$ cat src/rtl/lcd_write_arbiter.sv
// Two-requester round-robin arbiter serialising byte writes into one LCD controller, with an idle
// gap after each write. Define LCD_ARB_LOCK_EN to let a grantee hold the bus via iLOCK0/iLOCK1.
module lcd_write_arbiter #(
  parameter int unsigned GAP_CYCLES = 262142,
  parameter int unsigned CNT_W      = 18
) (
  input  logic       iCLK,
  input  logic       iRST_N,
  input  logic       iREQ0,
  input  logic       iREQ1,
  input  logic       iRS0,
  input  logic       iRS1,
  input  logic [7:0] iDATA0,
  input  logic [7:0] iDATA1,
  input  logic       iLOCK0,
  input  logic       iLOCK1,
  output logic       oACK0,
  output logic       oACK1,
  output logic       oLCD_START,
  output logic       oLCD_RS,
  output logic [7:0] oLCD_DATA,
  input  logic       iLCD_DONE,
  output logic       oBUSY,
  output logic       oOWNER
);

  typedef enum logic [1:0] {StIdle, StIssue, StGap, StAck} state_e;

  localparam logic [CNT_W-1:0] LastCnt = (GAP_CYCLES == 0) ? '0 : CNT_W'(GAP_CYCLES - 1);

  state_e           r_state, w_state_nxt;
  logic [CNT_W-1:0] r_cnt, w_cnt_nxt;
  logic             r_rs, w_rs_nxt;
  logic [7:0]       r_data, w_data_nxt;
  logic             r_owner, w_owner_nxt;
  logic             w_gnt_vld, w_gnt_idx;
  logic             w_owner_lock;
  logic             w_locked;

`ifdef LCD_ARB_LOCK_EN
  logic r_lock, w_lock_nxt;

  assign w_owner_lock = r_owner ? iLOCK1 : iLOCK0;
  assign w_locked     = r_lock & w_owner_lock;
`else
  logic w_unused_lock;

  assign w_unused_lock = iLOCK0 ^ iLOCK1;
  assign w_owner_lock  = 1'b0;
  assign w_locked      = 1'b0;
`endif

  // While locked only the owner may win; otherwise ties go to the non-owner.
  always_comb begin
    w_gnt_vld = 1'b0;
    w_gnt_idx = r_owner;
    if (w_locked) begin
      w_gnt_vld = r_owner ? iREQ1 : iREQ0;
      w_gnt_idx = r_owner;
    end else if (iREQ0 && iREQ1) begin
      w_gnt_vld = 1'b1;
      w_gnt_idx = ~r_owner;
    end else if (iREQ0) begin
      w_gnt_vld = 1'b1;
      w_gnt_idx = 1'b0;
    end else if (iREQ1) begin
      w_gnt_vld = 1'b1;
      w_gnt_idx = 1'b1;
    end
  end

  always_comb begin
    w_state_nxt = r_state;
    w_cnt_nxt   = r_cnt;
    w_rs_nxt    = r_rs;
    w_data_nxt  = r_data;
    w_owner_nxt = r_owner;
`ifdef LCD_ARB_LOCK_EN
    w_lock_nxt  = r_lock;
`endif
    unique case (r_state)
      StIdle: begin
`ifdef LCD_ARB_LOCK_EN
        if (r_lock && !w_owner_lock) w_lock_nxt = 1'b0;
`endif
        if (w_gnt_vld) begin
          w_owner_nxt = w_gnt_idx;
          w_rs_nxt    = w_gnt_idx ? iRS1 : iRS0;
          w_data_nxt  = w_gnt_idx ? iDATA1 : iDATA0;
          w_state_nxt = StIssue;
        end
      end
      StIssue: begin
        if (iLCD_DONE) begin
          w_cnt_nxt   = '0;
          w_state_nxt = (GAP_CYCLES == 0) ? StAck : StGap;
        end
      end
      StGap: begin
        if (r_cnt == LastCnt) begin
          w_cnt_nxt   = '0;
          w_state_nxt = StAck;
        end else begin
          w_cnt_nxt = r_cnt + CNT_W'(1);
        end
      end
      StAck: begin
`ifdef LCD_ARB_LOCK_EN
        if (w_owner_lock) w_lock_nxt = 1'b1;
`endif
        w_state_nxt = StIdle;
      end
      default: w_state_nxt = StIdle;
    endcase
  end

  always_ff @(posedge iCLK or negedge iRST_N) begin
    if (!iRST_N) begin
      r_state <= StIdle;
      r_cnt   <= '0;
      r_rs    <= 1'b0;
      r_data  <= '0;
      r_owner <= 1'b1;
`ifdef LCD_ARB_LOCK_EN
      r_lock  <= 1'b0;
`endif
    end else begin
      r_state <= w_state_nxt;
      r_cnt   <= w_cnt_nxt;
      r_rs    <= w_rs_nxt;
      r_data  <= w_data_nxt;
      r_owner <= w_owner_nxt;
`ifdef LCD_ARB_LOCK_EN
      r_lock  <= w_lock_nxt;
`endif
    end
  end

  // Decoded from state so an asynchronous reset clears them immediately.
  assign oLCD_START = (r_state == StIssue);
  assign oBUSY      = (r_state != StIdle);
  assign oACK0      = (r_state == StAck) && !r_owner;
  assign oACK1      = (r_state == StAck) && r_owner;
  assign oLCD_RS    = r_rs;
  assign oLCD_DATA  = r_data;
  assign oOWNER     = r_owner;

endmodule

$ cat config.mk
export PLATFORM = sky130hd
export DESIGN_NAME = lcd_write_arbiter
export DESIGN_NICKNAME = d
export VERILOG_FILES = /design/src/rtl/lcd_write_arbiter.sv
export SDC_FILE = /design/constraint.sdc
export NUM_CORES = 1
export LEC_CHECK = 0
export CORE_UTILIZATION = 49
export DETAILED_ROUTE_END_ITERATION = 10
export PLACE_DENSITY = 0.81
export SLEW_MARGIN = 20
export SYNTH_ARGS = -nofsm -noshare
export SYNTH_HDL_FRONTEND = slang
export SYNTH_SLANG_ARGS = --single-unit
$ cat constraint.sdc
create_clock -name iCLK -period 2.6 [get_ports iCLK]
set_input_delay 0.65 -clock iCLK [delete_from_list [all_inputs] [get_ports iCLK]]
set_output_delay 0.65 -clock iCLK [all_outputs]
set_load 0.05 [all_outputs]
Word-level counts from Yosys, hierarchy flattened. Cells that the tools add are included.

Logic and storage cells: 39. Input bits: 25. Register bits after elaboration: 30.

Mux-type cells: 15. Reductions and logical operators: 10. Add/subtract/negate cells: 1. Bitwise logic cells: 1. Eq/ne operators: 7.

Operator list (number): $mux 18 (2); $pmux 18 s2 (1); $add 18x1->18 const B (1); $eq 18x18->1 const B (1); $mux 8 (1); $pmux 2 s4 (1); $mux 1 (7); $mux 2 (3); $eq 2x2->1 const B (2); $ne 2x2->1 const B (2); $reduce_and 2->1 (2); $reduce_bool 2->1 (2); $logic_and 1x1->1 (3); $reduce_and 3->1 (1); $eq 2x1->1 const B (1); $logic_not 2->1 (1); $ne 2x1->1 const B (1); $logic_not 1->1 (1); $not 1->1 (1).

Logic depth before layout (Yosys ltp).
Depth after elaboration: 5. Mapped depth: 7. Gate-level depth less buffers: 7.

Worst setup path after synthesis. OpenSTA, ideal clock, no wires.

Path kind: reg-to-reg. From: register r_state[1]. To: register r_cnt[8]. Clock period less this slack: 2.249 ns. Buffers on the path: 1. Stages on the path, launching flop included: 8. Slack: 0.351 ns. Library setup time: 0.120 ns. Arrival: 2.128 ns. Cell sequence: dfrtp_1 > inv_1 > ha_1 > mux2i_1 > clkbuf_1 > nor4_1 > a31oi_1 > nand2_1.

Word-level cells in the longest chain between the ends: 3. Elaborated cells on any way between the ends: 6. Classes of those cells: eq/ne: 3; mux: 1; reduce/logical: 2.

Ends and longest elaborated chain: start: declaration (RTL line 31) `state_e r_state, w_state_nxt;`; start signal: assignment (RTL line 119) `r_state <= StIdle;`; start signal: assignment (RTL line 128) `r_state <= w_state_nxt;`; $eq 2x1->1 (*); named net oLCD_START (RTL line 19) `output logic oLCD_START,`; $ne 2x1->1 (no line) / $reduce_bool 2->1 (equally long branches); $reduce_and 2->1 (no line); end signal: assignment (RTL line 129) `r_cnt <= w_cnt_nxt;`; end: declaration (RTL line 32) `logic [CNT_W-1:0] r_cnt, w_cnt_nxt;`.

Mark *: on every way through the listed nets, which the timed path passes. The rest lies on a longest branch. A chain may end at the register's enable or synchronous reset.

Worst setup path in the final report.
From: register r_owner (netlist: oOWNER). To: output oACK1.

Word-level cells in the longest chain between the ends: 1.

Ends and longest elaborated chain: start: declaration (RTL line 35) `logic r_owner, w_owner_nxt;`; start signal: assignment (RTL line 132) `r_owner <= w_owner_nxt;`; $logic_and 1x1->1 (RTL line 143) `assign oACK1 = (r_state == StAck) && r_owner;`; end: declaration (RTL line 18) `output logic oACK1,`.

Every way passes these cells.

==> results_dict.tcl <==
set metrics [dict create \
    status "complete, no violations" \
    overflow 0 \
    nNetsFinal 240 \
    synth_cells 164 \
    finalCritPeriodShare 0.9560 \
    dieArea_sq_um 3572 \
    synth_cell_type_count 38 \
    gp_congestion 0.8596 \
    crit_end "oACK1" \
    wire_per_inst_um 12.83 \
    fin_setup_tns_ns 0 \
    die_w_um 59.77 \
    postCtsSetupBuffers 0 \
    wl_mm 3.246 \
    cap_violations 0 \
    critPathMaxFanout 6 \
    yosysTopAreaCellShare 0.4438 \
    tightest_slew_ns 0.5198 \
    clock-sinks 30 \
    required_ns 1.95 \
    rsz0062_at_grt "no" \
    r2r-start "r_state[0]" \
    track_usage 0.2059 \
    seq_area_frac_synth 0.4598 \
    clock.fmax_mhz 402.3 \
    first_pass_iters 4 \
    synth_seq_cells 30 \
    ant_nets 0 \
    num_rows 20 \
    slew_viol_final 0 \
    hold_path_depth 2 \
    critical_path_class "reg -> out" \
    syn-cell-area_sq_um 1635 \
    synth_nets 196 \
    initial_utilization 0.5270 \
    grt_max_degree 31 \
    leakage_uw 0.0009949 \
    cp_cell_sequence "and2_1 -> clkdlybuf4s50_1" \
    setup_ws_ns 0.1144 \
    drt_iter0_markers 69 \
    cellPowerDensity_nw_per_um2 1020 \
    cp_top_family "buffers and inverters" \
    fin_cells 253 \
    path_buf_inv 1 \
    clk_pin_slew_worst_paths_ns 0.10 \
    end_kind "primary output" \
    cp_slowest_cell "clkdlybuf4s50_1" \
    regToRegEndpoint "r_cnt[13]" \
    ctsRootBufferMaster "clkbuf_4" \
    hp-class "reg -> reg" \
    drive_gt1_frac 0.1053 \
    finalPower_uw 2187 \
    cts_hold_buffers 0 \
    dr_total_vias 1345 \
    place_area_sq_um 2073 \
    path_depth 2 \
    cts_max_path_buffers 2 \
    critPathArrivalTime_ns 1.84 \
    yosysTopAreaCell "dfrtp_1" \
    fp.dieH_um 59.77 \
    setup-violations-final 0 \
    area_growth_syn_to_layout_pct 31.14 \
    cts_max_level 2 \
    start_kind "flip-flop" \
    fill_cells 244 \
    slew_headroom 0.6524 \
    diodes 0 \
    crit_path_start "oOWNER" \
    port_buffers 36 \
    final_area_sq_um 2145 \
    r2r_cells 8 \
    vias_per_cell 5.316 \
    skew_ns 0.01201 \
    cts_tree "yes" \
    synth_area_leaders "dfrtp_1 44%, mux2i_1 6.1%, ha_1 5.4%, nand2_1 4.8%, xor2_1 4.3%" \
    vdd_ir_drop_max_mv 0.6497 \
    numCtsBuffers 5 \
    hpwl_mm 2.421 \
    grt_pass1_wl_mm 5.382 \
    clk_latency_ns 0.34 \
    grt_pass1_vias 1233 \
    antenna_found_initial 0 \
    syn_area_per_cell_sq_um 9.971 \
    dp_cells 245 \
    hold_viol_final 0 \
    pre_cts_slack_ns 0.1368 \
    core_sq_um 3103 \
    fin_crit_ns 2.486 \
    drc 0 \
    pin_count 39 \
    max_stage_delay_ns 0.79 \
    yosysWarnings 0 \
    reg2reg_slack_ns 0.37 \
]
==> cells in the mapped netlist, drive strengths merged <==
cell type and number:
nor2 16, a21oi 2, xor2 8, and2 2, mux2 2, nand3 9
buf 1, ha 7, mux2i 10, clkbuf 3, a22oi 1, xnor2 2
o21ai 13, dfrtp 29, nand4 6, and4 1, o21bai 1, nor4 4
or4 1, nand2b 1, o41ai 1, nor4b 1, dfstp 1, o31ai 1
inv 6, nor3 1, a22o 2, a21o 3, and3 2, nand2 22
a31oi 2, nor2b 2, o41a 1
==> metal layers <==
metal / vias up / GRT usage / share of wire
li1: 669 / - / -
met1: 628 / 0.2469 / 0.44
met2: 41 / 0.3111 / 0.45
met3: 7 / 0.09307 / 0.081
met4: 0 / 0.1030 / 0.021
met5: - / 0 / 0
==> how the worst min path moves through the flow <==
stage / from / end / slack, ns
6_report: oLCD_DATA[3] / oLCD_DATA[3] / 0.49
2_1_floorplan: iRST_N / oLCD_DATA[0] / 0.35
5_1_grt: oLCD_DATA[2] / oLCD_DATA[2] / 0.52
3_5_place_dp: oLCD_DATA[0] / oLCD_DATA[0] / 0.48
3_3_place_gp: oLCD_DATA[3] / oLCD_DATA[3] / 0.46
4_1_cts: oLCD_DATA[7] / oLCD_DATA[7] / 0.50
==> logic make-up after synthesis <==
group           count (synthesis)  share of synthesized area
flops                          30                     0.4598
mux                            12                    0.07728
simple gates                   68                     0.2173
xor+xnor                       10                    0.05356
fa+ha+maj                       7                    0.05356
compound gates                 27                     0.1155
buf+inv                        10                    0.02295
==> power breakdown <==
part	internal (uW)	switching (uW)	leakage (uW)
Combinational	449	770	0.000565
Clock	130	174	0.0000343
Sequential	581	83.1	0.000396
Total	1160	1030	0.000995
==> cells in the final DEF, fill, tap and decap left out, drive strengths merged, types with 2 or more instances in the layout <==
master / Yosys / final
o21ai: 13 / 13
a31oi: 2 / 2
nor4: 4 / 4
clkbuf: 3 / 6
clkdlybuf4s50: 0 / 33
nor2b: 2 / 2
a21oi: 2 / 2
ha: 7 / 7
xnor2: 2 / 2
mux2: 2 / 2
buf: 1 / 5
nand3: 9 / 9
and3: 2 / 2
inv: 6 / 6
dlymetal6s2s: 0 / 3
a22o: 2 / 2
nand2: 22 / 22
xor2: 8 / 8
dfrtp: 29 / 29
a21o: 3 / 3
mux2i: 10 / 10
nor2: 16 / 16
and2: 2 / 2
nand4: 6 / 6
==> what timing repair did <==
item                                   in CTS  in global routing
endpoints found under the hold margin       0                  0
setup endpoints to repair                   0                  3
resized for setup                           0                  3
==> area by class of cell <==
| cell class | instances | area (sq um) | area share |
|---|---|---|---|
| Multi-Input combinational cell | 124 | 845.8 | 0.3944 |
| Sequential cell | 30 | 752.0 | 0.3506 |
| Timing Repair Buffer | 41 | 405.4 | 0.1890 |
| Tap cell | 44 | 55.05 | 0.02567 |
| Clock buffer | 6 | 51.30 | 0.02392 |
| Inverter | 6 | 22.52 | 0.01050 |
| Clock inverter | 2 | 12.51 | 0.005834 |
==> through the flow <==
step                      utilization  hold slack, ns
after global placement         0.6681          0.4614
after global routing           0.6911          0.5240
after detailed placement       0.6681          0.4788
after floorplan                     -          0.3544
final                          0.6911          0.4895
after CTS                      0.6887          0.4999
==> worst min-delay path: stages (launching register included) <==
cell     delay [ns]
dfrtp_1        0.35
nand2_1        0.05
o21ai_0        0.06
==> registers in the layout, summed over array words and instances, names as in the netlist <==
signal     cells
oOWNER         1
r_cnt         18
oLCD_DATA      8
oLCD_RS        1
r_state        2
Note: power is estimated with default switching activity, not from simulation.
